--- src/rtl/if_fetch.sv ---
// Instruction fetch unit: keeps the PC and assembles 32-bit words from four byte reads.
// Define ICACHE_EN to add a direct-mapped instruction cache of 2^IDX_W words.
module if_fetch #(
   parameter int IDX_W = 6
) (
   input  logic        clk,
   input  logic        rst,
   input  logic        rdy,
   input  logic        use_npc,
   input  logic [16:0] npc_addr,
   input  logic        hold,
   output logic        mem_req,
   output logic [16:0] mem_addr,
   input  logic        mem_gnt,
   input  logic [7:0]  mem_din,
   output logic [16:0] if_pc,
   output logic [31:0] if_inst,
   output logic        if_valid,
   output logic        stall_req
);
   typedef enum logic {IDLE, FETCH} state_t;

   state_t      state, state_next;
   logic [16:0] pc;
   logic [2:0]  cnt_a, cnt_d;
   logic        drop, pend;
   logic [23:0] asm_buf;

   logic        redirect, accept, free, grant, byte_ok, last_byte, hit;
   logic [31:0] full_word, hit_word;

   assign redirect  = rdy & use_npc;
   assign accept    = rdy & if_valid & ~hold & ~use_npc;
   assign free      = ~if_valid | accept;
   assign byte_ok   = pend & ~drop;
   assign last_byte = byte_ok & (cnt_d == 3'd3);
   assign full_word = {mem_din, asm_buf};
   assign stall_req = ~if_valid | use_npc;

   assign mem_req  = ~rst & rdy & ~use_npc &
                     (((state == IDLE) & free & ~hit) | ((state == FETCH) & (cnt_a < 3'd4)));
   assign mem_addr = pc + 17'(cnt_a);
   assign grant    = mem_req & mem_gnt;

`ifdef ICACHE_EN
   localparam int TAG_W   = 15 - IDX_W;
   localparam int ENTRIES = 1 << IDX_W;

   logic [TAG_W-1:0]   tag_mem  [ENTRIES];
   logic [31:0]        data_mem [ENTRIES];
   logic [ENTRIES-1:0] valid_mem;
   logic [IDX_W-1:0]   idx;
   logic               fill;

   assign idx      = pc[IDX_W+1:2];
   assign fill     = rdy & ~use_npc & (state == FETCH) & last_byte;
   assign hit      = (state == IDLE) & valid_mem[idx] & (tag_mem[idx] == pc[16:IDX_W+2]);
   assign hit_word = data_mem[idx];

   always_ff @(posedge clk) begin
      if (rst)
         valid_mem <= '0;
      else if (fill)
         valid_mem[idx] <= 1'b1;
   end

   always_ff @(posedge clk) begin
      if (fill) begin
         tag_mem[idx]  <= pc[16:IDX_W+2];
         data_mem[idx] <= full_word;
      end
   end
`else
   // Without the cache IDX_W has no effect and every fetch misses.
   assign hit      = (IDX_W < 0);
   assign hit_word = '0;
`endif

   always_comb begin
      state_next = state;
      if (rdy) begin
         if (use_npc)
            state_next = IDLE;
         else if (state == IDLE) begin
            if (grant)
               state_next = FETCH;
         end else if (last_byte)
            state_next = IDLE;
      end
   end

   always_ff @(posedge clk) begin
      if (rst)
         state <= IDLE;
      else
         state <= state_next;
   end

   // A redirect discards any byte already in flight; drop also covers a grant landing on it.
   always_ff @(posedge clk) begin
      if (rst) begin
         pc       <= '0;
         cnt_a    <= '0;
         cnt_d    <= '0;
         drop     <= 1'b0;
         pend     <= 1'b0;
         asm_buf  <= '0;
         if_pc    <= '0;
         if_inst  <= '0;
         if_valid <= 1'b0;
      end else if (rdy) begin
         drop <= 1'b0;
         pend <= grant;
         if (accept)
            if_valid <= 1'b0;
         if (redirect) begin
            pc       <= npc_addr;
            if_valid <= 1'b0;
            cnt_a    <= '0;
            cnt_d    <= '0;
            drop     <= mem_gnt;
            pend     <= mem_gnt;
         end else if (state == IDLE) begin
            if (free & hit) begin
               if_inst  <= hit_word;
               if_pc    <= pc;
               if_valid <= 1'b1;
               pc       <= pc + 17'd4;
            end else if (grant)
               cnt_a <= 3'd1;
         end else begin
            if (grant)
               cnt_a <= cnt_a + 3'd1;
            if (last_byte) begin
               if_inst  <= full_word;
               if_pc    <= pc;
               if_valid <= 1'b1;
               pc       <= pc + 17'd4;
               cnt_a    <= '0;
               cnt_d    <= '0;
            end else if (byte_ok) begin
               case (cnt_d[1:0])
                  2'd0:    asm_buf[7:0]   <= mem_din;
                  2'd1:    asm_buf[15:8]  <= mem_din;
                  default: asm_buf[23:16] <= mem_din;
               endcase
               cnt_d <= cnt_d + 3'd1;
            end
         end
      end
   end
endmodule

--- config.mk ---
export PLATFORM = sky130hd
export DESIGN_NAME = if_fetch
export DESIGN_NICKNAME = d
export VERILOG_FILES = /design/src/rtl/if_fetch.sv
export SDC_FILE = /design/constraint.sdc
export NUM_CORES = 1
export LEC_CHECK = 0
export CAP_MARGIN = 0
export CORE_MARGIN = 5
export CORE_UTILIZATION = 45
export DETAILED_ROUTE_END_ITERATION = 7
export GPL_TIMING_DRIVEN = 0
export HOLD_SLACK_MARGIN = 0.12
export PLACE_DENSITY_LB_ADDON = 0.12
export SYNTH_ARGS = -nofsm -noshare
export SYNTH_HDL_FRONTEND = slang
export SYNTH_SLANG_ARGS = --single-unit
--- constraint.sdc ---
create_clock -name clk -period 2.3 [get_ports clk]
set_input_delay 0.575 -clock clk [delete_from_list [all_inputs] [get_ports clk]]
set_output_delay 0.575 -clock clk [all_outputs]
set_load 0.005 [all_outputs]
==> results.rst <==
.. list-table::
   :header-rows: 1

   * - Metric
     - Value
   * - Static leakage
     - 0.002323 µW
   * - Pin count of the biggest net entering global routing
     - 19
   * - Total instance count after detailed placement
     - 750
   * - Clock tree from TritonCTS
     - done
   * - Post-Synthesis Mean Instance Area
     - 8.339 µm²
   * - Run status
     - finished, violations left
   * - Placed Area
     - 5519 µm²
   * - Post-route standard cell area excluding fillers
     - 5973 µm²
   * - Ant diodes
     - 0
   * - Net total in the final layout
     - 691
   * - Worst clock skew
     - 0.01829 ns
   * - Number of filler instances in the final layout
     - 859
   * - R2R Path Start
     - cnt_d[1]
   * - Area Overhead vs Synth
     - 37.22%
   * - Average detailed-routed wire length per instance
     - 15.42 µm
   * - Number of instances in the synthesized netlist
     - 522
   * - Time the final worst path needs with I/O delays and setup
     - 2.904 ns
   * - Worst setup path startpoint
     - cnt_a[0]
   * - Data arrival time of the critical path
     - 2.33 ns
   * - Hold Crit Start
     - if_inst[3]
   * - Final core utilization
     - 64.04%
   * - Worst setup slack after placement
     - -0.6540 ns
   * - Count of input and output buffers
     - 99
   * - Leading post-synthesis cells by cell area
     - sky130_fd_sc_hd__dfxtp_1 46%, sky130_fd_sc_hd__nand2_1 10%, sky130_fd_sc_hd__a21oi_1 6.9%, sky130_fd_sc_hd__mux2i_1 5.5%, sky130_fd_sc_hd__nor2_1 4.1%
   * - Startpoint type of the worst setup path
     - register
   * - Achievable Freq
     - 344.3 MHz
   * - Number of distinct library cells after synthesis
     - 44
   * - H-tree depth
     - 3
   * - Worst-Margin Slew
     - 0.6374 ns
   * - Antenna Violating Nets Remaining
     - 0
   * - Leading register cell type out of synthesis
     - sky130_fd_sc_hd__dfxtp_1
   * - Setup repair after global routing missed its margin
     - true
   * - Number of I/O pins
     - 100
   * - Largest voltage drop on the vdd net
     - 0.0002827 V
   * - Initial core utilization
     - 46.67%
   * - Total CTS buffers
     - 9
   * - Wire length reported by the detailed router
     - 12100 µm
   * - Layout cell share with drive strength beyond 1
     - 14.18%
   * - Number of global-route vias before repair
     - 4052
   * - Capturing element type of the critical path
     - output port
   * - Vias per cell
     - 5.208
   * - Mapped Area
     - 4353 µm²
   * - Clock transition at the registers of the reported paths
     - 0.09 ns
   * - Slew Limit Headroom
     - 57.51%
   * - Floorplan core area
     - 9328 µm²
   * - Synth warnings
     - 0
   * - Final Slew Violations
     - 0
   * - Most numerous cell types in the synthesized netlist
     - 116 x sky130_fd_sc_hd__nand2_1, 100 x sky130_fd_sc_hd__dfxtp_1, 60 x sky130_fd_sc_hd__a21oi_1
   * - Required time worst endpoint
     - 1.73 ns
   * - Clock root buffer
     - sky130_fd_sc_hd__clkbuf_8
   * - Total die area
     - 11740 µm²
   * - Count of endpoints failing setup in the final report
     - 14
   * - Setup ws final
     - -0.6043 ns
   * - Die extent in y
     - 108.4 µm
   * - WS Path Type
     - reg2out
   * - Final worst hold slack
     - 0.4571 ns
   * - Fraction of the cycle the final worst path needs
     - 126.3%
   * - Number of buffers on the longest clock path
     - 2
   * - Violated checks
     - setup timing
   * - First-pass GRT wire length
     - 19730 µm
   * - Total nets after synthesis
     - 562
   * - Power per cell area
     - 542.0 nW/µm²
   * - Overall routing resource usage
     - 21.11%
   * - Starting DRT DRC Count
     - 183
   * - Number of clock sinks
     - 100
   * - Reported max-cap violation count
     - 0
   * - Sum of overflow across all layers after global routing
     - 0
   * - Share of the synthesized area in the top cell type
     - 45.99%
   * - DRC errors left
     - 0
   * - Count of flip-flops with a built-in enable after synthesis
     - 0
   * - Post-synth top area cell
     - sky130_fd_sc_hd__dfxtp_1
   * - GPL Wtd Cong
     - 0.8423
   * - Final instance count without filler cells
     - 785
   * - CP max FO
     - 3
   * - Total number of placement rows
     - 35
   * - Seq/Total Area, Yosys
     - 45.99%
   * - Class of the tightest hold or removal check
     - reg2reg
   * - Detailed Routing Iterations Pass 1
     - 5
   * - Die outline width
     - 108.4 µm
   * - Clk_lat worst skew
     - 0.37 ns
   * - Total number of vias
     - 4088
   * - Most frequently used cell type in the post-synthesis netlist
     - sky130_fd_sc_hd__nand2_1
   * - Initial antenna violation count
     - 0
   * - Hold violation total from the final report
     - 0
   * - Quantity of hold-fixing buffers added after cts
     - 0
   * - Synthesis-stage register bit count
     - 100
   * - Asr flop ratio synth
     - 0%
   * - DPL Wire Length
     - 8709 µm
through the flow:
| stage | power [µW] | TNS (ns) |
|---|---|---|
| floorplan | 1928 | 0 |
| global placement | 2073 | -23.60 |
| detailed placement | 2077 | -24.41 |
| CTS | 3265 | -6.534 |
| global route | 3368 | -7.247 |
| finish | 3237 | -5.766 |
placed cells by master (no fill, tap or decap), types with 11 or more instances in the layout:
cell type	n
sky130_fd_sc_hd__mux2i_1	24
sky130_fd_sc_hd__buf_2	21
sky130_fd_sc_hd__buf_6	11
sky130_fd_sc_hd__clkbuf_1	24
sky130_fd_sc_hd__xor2_1	12
sky130_fd_sc_hd__dfxtp_1	95
sky130_fd_sc_hd__clkdlybuf4s50_1	81
sky130_fd_sc_hd__inv_1	11
sky130_fd_sc_hd__nor2_1	46
sky130_fd_sc_hd__a21oi_1	58
sky130_fd_sc_hd__nand2_1	114
worst paths after layout:
path | end | slack (ns) | cells after the start
setup / recovery | mem_addr[14] | -0.60 | 9
hold / removal | if_inst[3] | 0.46 | 2
setup reg to reg | if_pc[15] | 0.16 | 9
hold reg to reg | if_inst[3] | 0.46 | 2
worst max-delay path: stages, from the launching register on:
cell and delay, ns:
sky130_fd_sc_hd__dfxtp_2 0.37, sky130_fd_sc_hd__ha_4 0.14, sky130_fd_sc_hd__inv_2 0.03, sky130_fd_sc_hd__fa_2 0.33, sky130_fd_sc_hd__nand2b_4 0.17, sky130_fd_sc_hd__a2111o_1 0.42
sky130_fd_sc_hd__buf_6 0.15, sky130_fd_sc_hd__nor2_4 0.07, sky130_fd_sc_hd__xor2_1 0.15, sky130_fd_sc_hd__buf_2 0.14
routing by layer:
layer  share of wire, %  track usage (%)
met4                2.0            7.755
met3                5.2            4.239
met1                 45            28.52
met5                  0                0
met2                 48            33.48
where the power goes:
part	total (µW)	internal (µW)	leakage, µW	switching (µW)
sequential	1780	1750	0.000811	26.5
combinational	260	123	0.00141	137
clock	1200	552	0.000106	646
state kept, by name (all words and copies together), names as in the netlist:
signal and flops:
if_inst 32, asm_buf 24, if_pc 17, pc 17, cnt_a 3, cnt_d 3
drop 1, if_valid 1, pend 1, state 1
cells by family (layout without fill, tap and decap cells):
| kind of cell | count (synthesis) | after routing | share of synthesized area (%) |
|---|---|---|---|
| simple gates | 222 | 222 | 23.51 |
| fa+ha+maj | 9 | 9 | 2.760 |
| buf+inv | 49 | 183 | 4.541 |
| mux | 24 | 24 | 5.519 |
| xor+xnor | 24 | 24 | 4.829 |
| flops | 100 | 100 | 45.99 |
| compound gates | 94 | 94 | 12.85 |
layout make-up:
type | instances | area, µm² | share of cell area [%]
multi-input cells | 373 | 2277 | 38.12
well taps | 129 | 161.4 | 2.702
flip-flops and latches | 100 | 2008 | 33.62
repair buffers | 118 | 1100 | 18.41
plain buffers | 37 | 163.9 | 2.744
clock buffers | 10 | 137.6 | 2.304
clock inverters | 6 | 80.08 | 1.341
inverters | 12 | 45.04 | 0.7541
what timing repair did:
item	CTS	global route
setup buffers	15	7
resized for setup	76	26
endpoints found under the setup margin	18	54
pin swaps	10	11
(Power assumes the default switching activity.)
